[config.mk]
export PLATFORM = sky130hd
export DESIGN_NAME = obstacle_row
export DESIGN_NICKNAME = d
export VERILOG_FILES = /design/src/rtl/obstacle_row.sv
export SDC_FILE = /design/constraint.sdc
export NUM_CORES = 1
export LEC_CHECK = 0
export ABC_CLOCK_PERIOD_IN_PS = 4800
export CAP_MARGIN = 0
export CORE_MARGIN = 2
export CORE_UTILIZATION = 50
export DETAILED_ROUTE_END_ITERATION = 12
export GPL_TIMING_DRIVEN = 0
export HOLD_SLACK_MARGIN = 0.08
export PLACE_DENSITY = 0.82
export SKIP_CTS_REPAIR_TIMING = 1
export SLEW_MARGIN = 0
export SYNTH_ARGS = -nofsm -noshare
export SYNTH_HDL_FRONTEND = slang
export SYNTH_SLANG_ARGS = --single-unit
[constraint.sdc]
create_clock -name frame_clk -period 4.8 [get_ports frame_clk]
set_input_delay 0.72 -clock frame_clk [delete_from_list [all_inputs] [get_ports frame_clk]]
set_output_delay 0.72 -clock frame_clk [all_outputs]
set_load 0.05 [all_outputs]
[src/rtl/obstacle_row.sv]
`default_nettype none
// ============================================================================
// obstacle_row: one lane of wrapping cars or logs plus frog collision/ride logic
// Revision: 1.0
// ============================================================================
module obstacle_row #(
    parameter int N_OBJ    = 4,
    parameter int OBJ_W    = 80,
    parameter int FROG_W   = 40,
    parameter int SCREEN_W = 640
) (
    input  logic                   frame_clk,
    input  logic                   Reset,
    input  logic                   Load,
    input  logic                   Pause,
    input  logic                   Mode,
    input  logic [3:0]             Number_Objs,
    input  logic [7:0]             Gap_Size,
    input  logic [4:0]             Speed,
    input  logic                   Direction,
    input  logic [10:0]            Row_Y,
    input  logic [10:0]            Frog_X,
    input  logic [10:0]            Frog_Y,
    output logic [N_OBJ-1:0][10:0] Obj_X,
    output logic [N_OBJ-1:0]       Obj_Active,
    output logic                   Hit,
    output logic                   Ride_Step,
    output logic                   Ride_Dir
);

    localparam int          TRACK_L  = SCREEN_W + OBJ_W;
    localparam logic [10:0] LAST_POS = 11'(TRACK_L - 1);
    localparam logic [15:0] TRACK_LW = 16'(TRACK_L);
    localparam logic [3:0]  MAX_OBJ  = 4'(N_OBJ);
    localparam logic [11:0] REACH    = 12'(FROG_W + OBJ_W);

    logic [3:0]       active_cnt;
    logic [4:0]       presc;
    logic [4:0]       presc_limit;
    logic             running;
    logic             move;
    logic             in_lane;
    logic [11:0]      frog_left;
    logic [11:0]      frog_reach;
    logic [N_OBJ-1:0] overlap;
    logic             any_overlap;

    assign active_cnt  = (Number_Objs > MAX_OBJ) ? MAX_OBJ : Number_Objs;
    assign presc_limit = 5'd31 - Speed;
    assign running     = (Speed != 5'd0) && !Pause;
    // >= so a speed increase that lowers the limit below the count still fires.
    assign move        = running && (presc >= presc_limit);
    assign in_lane     = (Frog_Y == Row_Y);
    assign frog_left   = {1'b0, Frog_X};
    assign frog_reach  = frog_left + REACH;
    assign any_overlap = |overlap;

    generate
        for (genvar i = 0; i < N_OBJ; i++) begin : g_slot
            logic [15:0] start_raw;
            logic [10:0] start_pos;
            logic [10:0] step_pos;
            logic [10:0] pos;

            assign start_raw = 16'(i) * (16'(Gap_Size) + 16'(OBJ_W));
            assign start_pos = 11'(start_raw % TRACK_LW);

            always_comb begin
                step_pos = pos;
                if (Direction) begin
                    step_pos = (pos == LAST_POS) ? 11'd0 : pos + 11'd1;
                end else begin
                    step_pos = (pos == 11'd0) ? LAST_POS : pos - 11'd1;
                end
            end

            always_ff @(posedge frame_clk) begin
                if (Reset || Load) begin
                    pos <= start_pos;
                end else if (move) begin
                    pos <= step_pos;
                end
            end

            assign Obj_X[i]      = pos;
            assign Obj_Active[i] = (4'(i) < active_cnt);
            // Track position is the right edge + 1, so the box spans [pos-OBJ_W, pos-1].
            assign overlap[i]    = Obj_Active[i] && in_lane &&
                                   (frog_left < {1'b0, pos}) &&
                                   (frog_reach > {1'b0, pos});
        end
    endgenerate

    always_ff @(posedge frame_clk) begin
        if (Reset) begin
            presc     <= 5'd0;
            Hit       <= 1'b0;
            Ride_Step <= 1'b0;
            Ride_Dir  <= 1'b0;
        end else if (Load) begin
            presc     <= 5'd0;
            Hit       <= 1'b0;
            Ride_Step <= 1'b0;
            Ride_Dir  <= Direction;
        end else begin
            if (move) begin
                presc <= 5'd0;
            end else if (running) begin
                presc <= presc + 5'd1;
            end
            Ride_Dir <= Direction;
            if (Mode) begin
                Hit       <= in_lane && !any_overlap;
                Ride_Step <= move && any_overlap;
            end else begin
                Hit       <= any_overlap;
                Ride_Step <= 1'b0;
            end
        end
    end

endmodule
`default_nettype wire

==> PnR_summary.wiki <==
{| class="wikitable"
! Metric !! Value
|-
| Outcome || complete, no violations
|-
| Most frequent standard cell in the layout excluding fill and tap cells || ha_1
|-
| Slew of the pin with the lowest slew margin || 1.03 ns
|-
| Power per unit of standard cell area || 265 mW/mm^2
|-
| Clock Skew || around 0.005 ns
|-
| Die width || about 120 um
|-
| Number of synthesized register bits || between 50 and 60
|-
| Flop2flop setup slack || 1.33 ns
|-
| Most area-hungry cell type in the Yosys netlist || ha_1
|-
| Initial antenna violation count || 0
|-
| H-tree depth || 2
|-
| Post-DP HPWL || roughly 17000 um
|-
| Placeable core region || 0.0139 sq mm
|-
| Residual DRC || 0
|-
| Mean Syn Cell Area || just under 8 sq um
|-
| Final-report max-slew violation count || 0
|-
| Count of final setup violators || 0
|-
| Setup WS post-layout || approximately 0.26 ns
|-
| Fmax || 220 MHz
|-
| Worst r2r dst || g_slot[3].pos[4]$_DFFE_PP_
|-
| Clock latency on the worst-skew pair || approximately 0.30 ns
|-
| Async set or reset register ratio after synthesis || 0
|-
| Antenna Cells || 0
|-
| Net count, final || between 1000 and 1500
|-
| Reg2Reg Launch Point || presc[0]$_SDFFE_PP0P_
|-
| Yosys cell types || between 70 and 80
|-
| Final period util || 0.946
|-
| Worst-case setup slack after placement || -0.292 ns
|-
| TritonCTS clock tree || built
|-
| Worst Hold Slack || 0.535 ns
|-
| Number of instances on the worst hold path || 2
|-
| Synth Instances || 920
|-
| Clock-pin slew on the worst setup and hold paths || ~0.070 ns
|-
| Crit path arrival time || about 4.6 ns
|-
| Total congestion overflow after global routing || 0
|-
| Global-route wire length before repair || 34200 um
|-
| Die Footprint || 0.0151 sq mm
|-
| End-of-flow core utilization || 0.616
|-
| Final-layout fill cell count || around 1300
|-
| Area grow syn2layout || 20.7%
|-
| Number of violations of the max-capacitance limit || 0
|-
| Wire length per cell after detailed routing || between 15 and 20 um
|-
| Drt total wl || 21500 um
|-
| Endpoint with the worst hold slack || presc[4]$_SDFFE_PP0P_
|-
| Worst setup path category || in -> reg
|-
| Detailed Routing Iterations Pass 1 || 5
|-
| Share of final-layout standard cells stronger than drive strength 1 || 0.0397
|-
| Clock power frac || 0.165
|-
| Yosys top cell area share || 0.191
|-
| Biggest area contributors in the synthesized netlist || ha_1 (19%), edfxtp_1 (14%), xnor2_1 (6.2%)
|-
| Crit. End Element || flip-flop
|-
| Count of flip-flops with a built-in enable after synthesis || 33
|-
| Leak || approximately 3.4 nW
|-
| Largest net degree at the start of global routing || 39
|-
| Startpoint types || input port
|-
| DRT antenna net count || 0
|-
| Vias per std cell || around 6
|-
| Worst-case reg-to-reg path depth || 10
|-
| Combined global-route utilization of all metal layers || 0.286
|-
| Final hold violation count || 0
|-
| Via count || between 7000 and 8000
|-
| Number of warnings printed during yosys synthesis || 0
|-
| Total Power || 2.27 mW
|-
| Peak supply drop || between 0.15 and 0.2 mV
|-
| Hold path startpoint || presc[4]$_SDFFE_PP0P_
|-
| Vias in the first global route || 6775
|-
| Hold Crit Class || reg -> reg
|-
| Clock tree sinks || 52
|-
| Iter 0 DRT Violations || 774
|-
| Die span in y || between 100 and 150 um
|-
| Biggest fanout along the worst timing path || 10
|-
| Number of port buffers || between 100 and 150
|-
| Fraction of the yosys area taken by sequential cells || 0.194
|-
| Number of core rows || 43
|-
| Dominant register cell in the synthesized netlist || edfxtp_1
|-
| Power share of the sequential group || 0.274
|-
| Post-Syn Area || between 0.007 and 0.008 sq mm
|-
| Switch share || 0.455
|-
| Maximum root-to-sink buffer count || 2
|-
| Synthesized Nets || between 1000 and 1500
|-
| Switching power of the nets || 1.03 mW
|-
| Cell at the root of the clock tree || clkbuf_16
|-
| Routability congestion estimate from global placement || 0.955
|-
| Initial core utilization || 0.510
|-
| Top library cells by usage in the layout, fill and taps aside || ha_1 (107), clkdlybuf4s50_1 (104), inv_1 (77), nor2_1 (76), a21oi_1 (73)
|-
| CTS Buf Count || 5
|-
| Internal Dissipation || 1.24 mW
|-
| Final critical path time including I/O delays and setup || between 4 and 5 ns
|-
| Worst EP required || about 4.8 ns
|-
| Worst slew slack as a fraction of its limit || 0.314
|-
| Number of top-level design ports || approximately 110
|-
| Combinational cell fraction of total power || 0.561
|}
==> power groups by stage <==
| stage | logic [mW] | clock network, mW | registers (mW) |
|---|---|---|---|
| after floorplan | 0.725 | 0 | 0.772 |
| after global placement | 1.21 | 0 | 0.630 |
| after detailed placement | 1.24 | 0 | 0.629 |
| after CTS | 1.25 | 0.372 | 0.619 |
| after global routing | 1.40 | 0.387 | 0.630 |
| final | 1.27 | 0.374 | 0.622 |
==> worst max path at each step <==
stage                            endpoint  cells past startpoint   startpoint  slack [ns]
6_report       g_slot[3].pos[7]$_DFFE_PP_                     17  Gap_Size[4]        0.26
2_1_floorplan  g_slot[3].pos[5]$_DFFE_PP_                     15  Gap_Size[4]        0.72
4_1_cts        g_slot[3].pos[7]$_DFFE_PP_                     17  Gap_Size[4]        0.02
3_5_place_dp   g_slot[3].pos[7]$_DFFE_PP_                     17  Gap_Size[4]       -0.29
5_1_grt        g_slot[3].pos[7]$_DFFE_PP_                     16  Gap_Size[5]      -0.004
3_3_place_gp   g_slot[3].pos[7]$_DFFE_PP_                     17  Gap_Size[4]       -0.23
==> cell usage after synthesis, types with 4 or more instances <==
cell	number
a311oi_1	4
nand2b_1	6
a21o_1	6
o21ai_0	64
nand3_1	27
nand2_1	62
a31o_2	5
a21oi_1	75
mux2i_1	6
nor4_1	13
edfxtp_1	33
or2_2	4
xor2_1	22
o211ai_1	7
clkbuf_1	26
nor3_1	41
nor2_1	76
nor2b_1	15
and3_1	15
dfxtp_1	19
xnor2_1	50
ha_1	108
o21a_1	15
o31ai_1	4
o22ai_1	5
or3_1	9
nand4_1	34
o21bai_1	4
inv_1	77
a211oi_1	9
a31oi_1	9
and2_1	5
==> cell type report <==
class | count | area, sq um | area share
Clock inverter | 2 | 13.8 | 0.00161
Buffer | 32 | 135 | 0.0158
Multi-Input combinational cell | 756 | 5330 | 0.624
Inverter | 80 | 300 | 0.0351
Sequential cell | 52 | 1370 | 0.160
Tap cell | 180 | 225 | 0.0263
Clock buffer | 6 | 129 | 0.0151
Timing Repair Buffer | 104 | 1040 | 0.122
==> logic make-up (layout without fill, tap and decap cells) <==
| logic type | count (synthesis) | count (layout) | synth area share |
|---|---|---|---|
| AO/OA/AOI/OAI | 248 | 248 | 0.223 |
| XOR/XNOR | 75 | 75 | 0.0975 |
| adder cells (fa/ha/maj) | 109 | 109 | 0.194 |
| buffers and inverters | 112 | 224 | 0.0606 |
| flip-flops | 52 | 52 | 0.194 |
| multiplexers | 6 | 6 | 0.00848 |
| AND/OR/NAND/NOR | 318 | 318 | 0.223 |
==> layer usage <==
metal  share of wire  vias up  track usage
met5               0        -            0
met4           0.029        0       0.0952
li1                -     3585            -
met2            0.46      351        0.478
met1            0.43     3363        0.386
met3           0.083       48       0.0318
==> state kept, by name, summed over array words and instances (netlist names) <==
signal,cells
g_slot.pos,44
presc,5
Ride_Step,1
Hit,1
Ride_Dir,1
==> critical path, cell delays in order <==
cell             delay, ns
clkdlybuf4s50_1       0.55
buf_6                 0.19
inv_1                 0.10
ha_2                  0.40
inv_1                 0.09
ha_1                  0.27
clkbuf_4              0.19
a21oi_4               0.17
and2_4                0.18
o2111ai_1             0.15
or2_1                 0.26
buf_2                 0.18
a311o_1               0.34
o21bai_4              0.22
o21a_1                0.19
a211oi_1              0.24
o31ai_1               0.12
==> per-stage QoR <==
step	setup TNS, ns	std cells	area (sq um)
final	0	1212	8550
after global routing	-0.00362	1212	8550
after CTS	0	1212	8490
after detailed placement	-1.18	1204	8350
after global placement	-0.970	1204	8350
after floorplan	0	920	7080
Note: power is estimated with default switching activity, not from simulation.
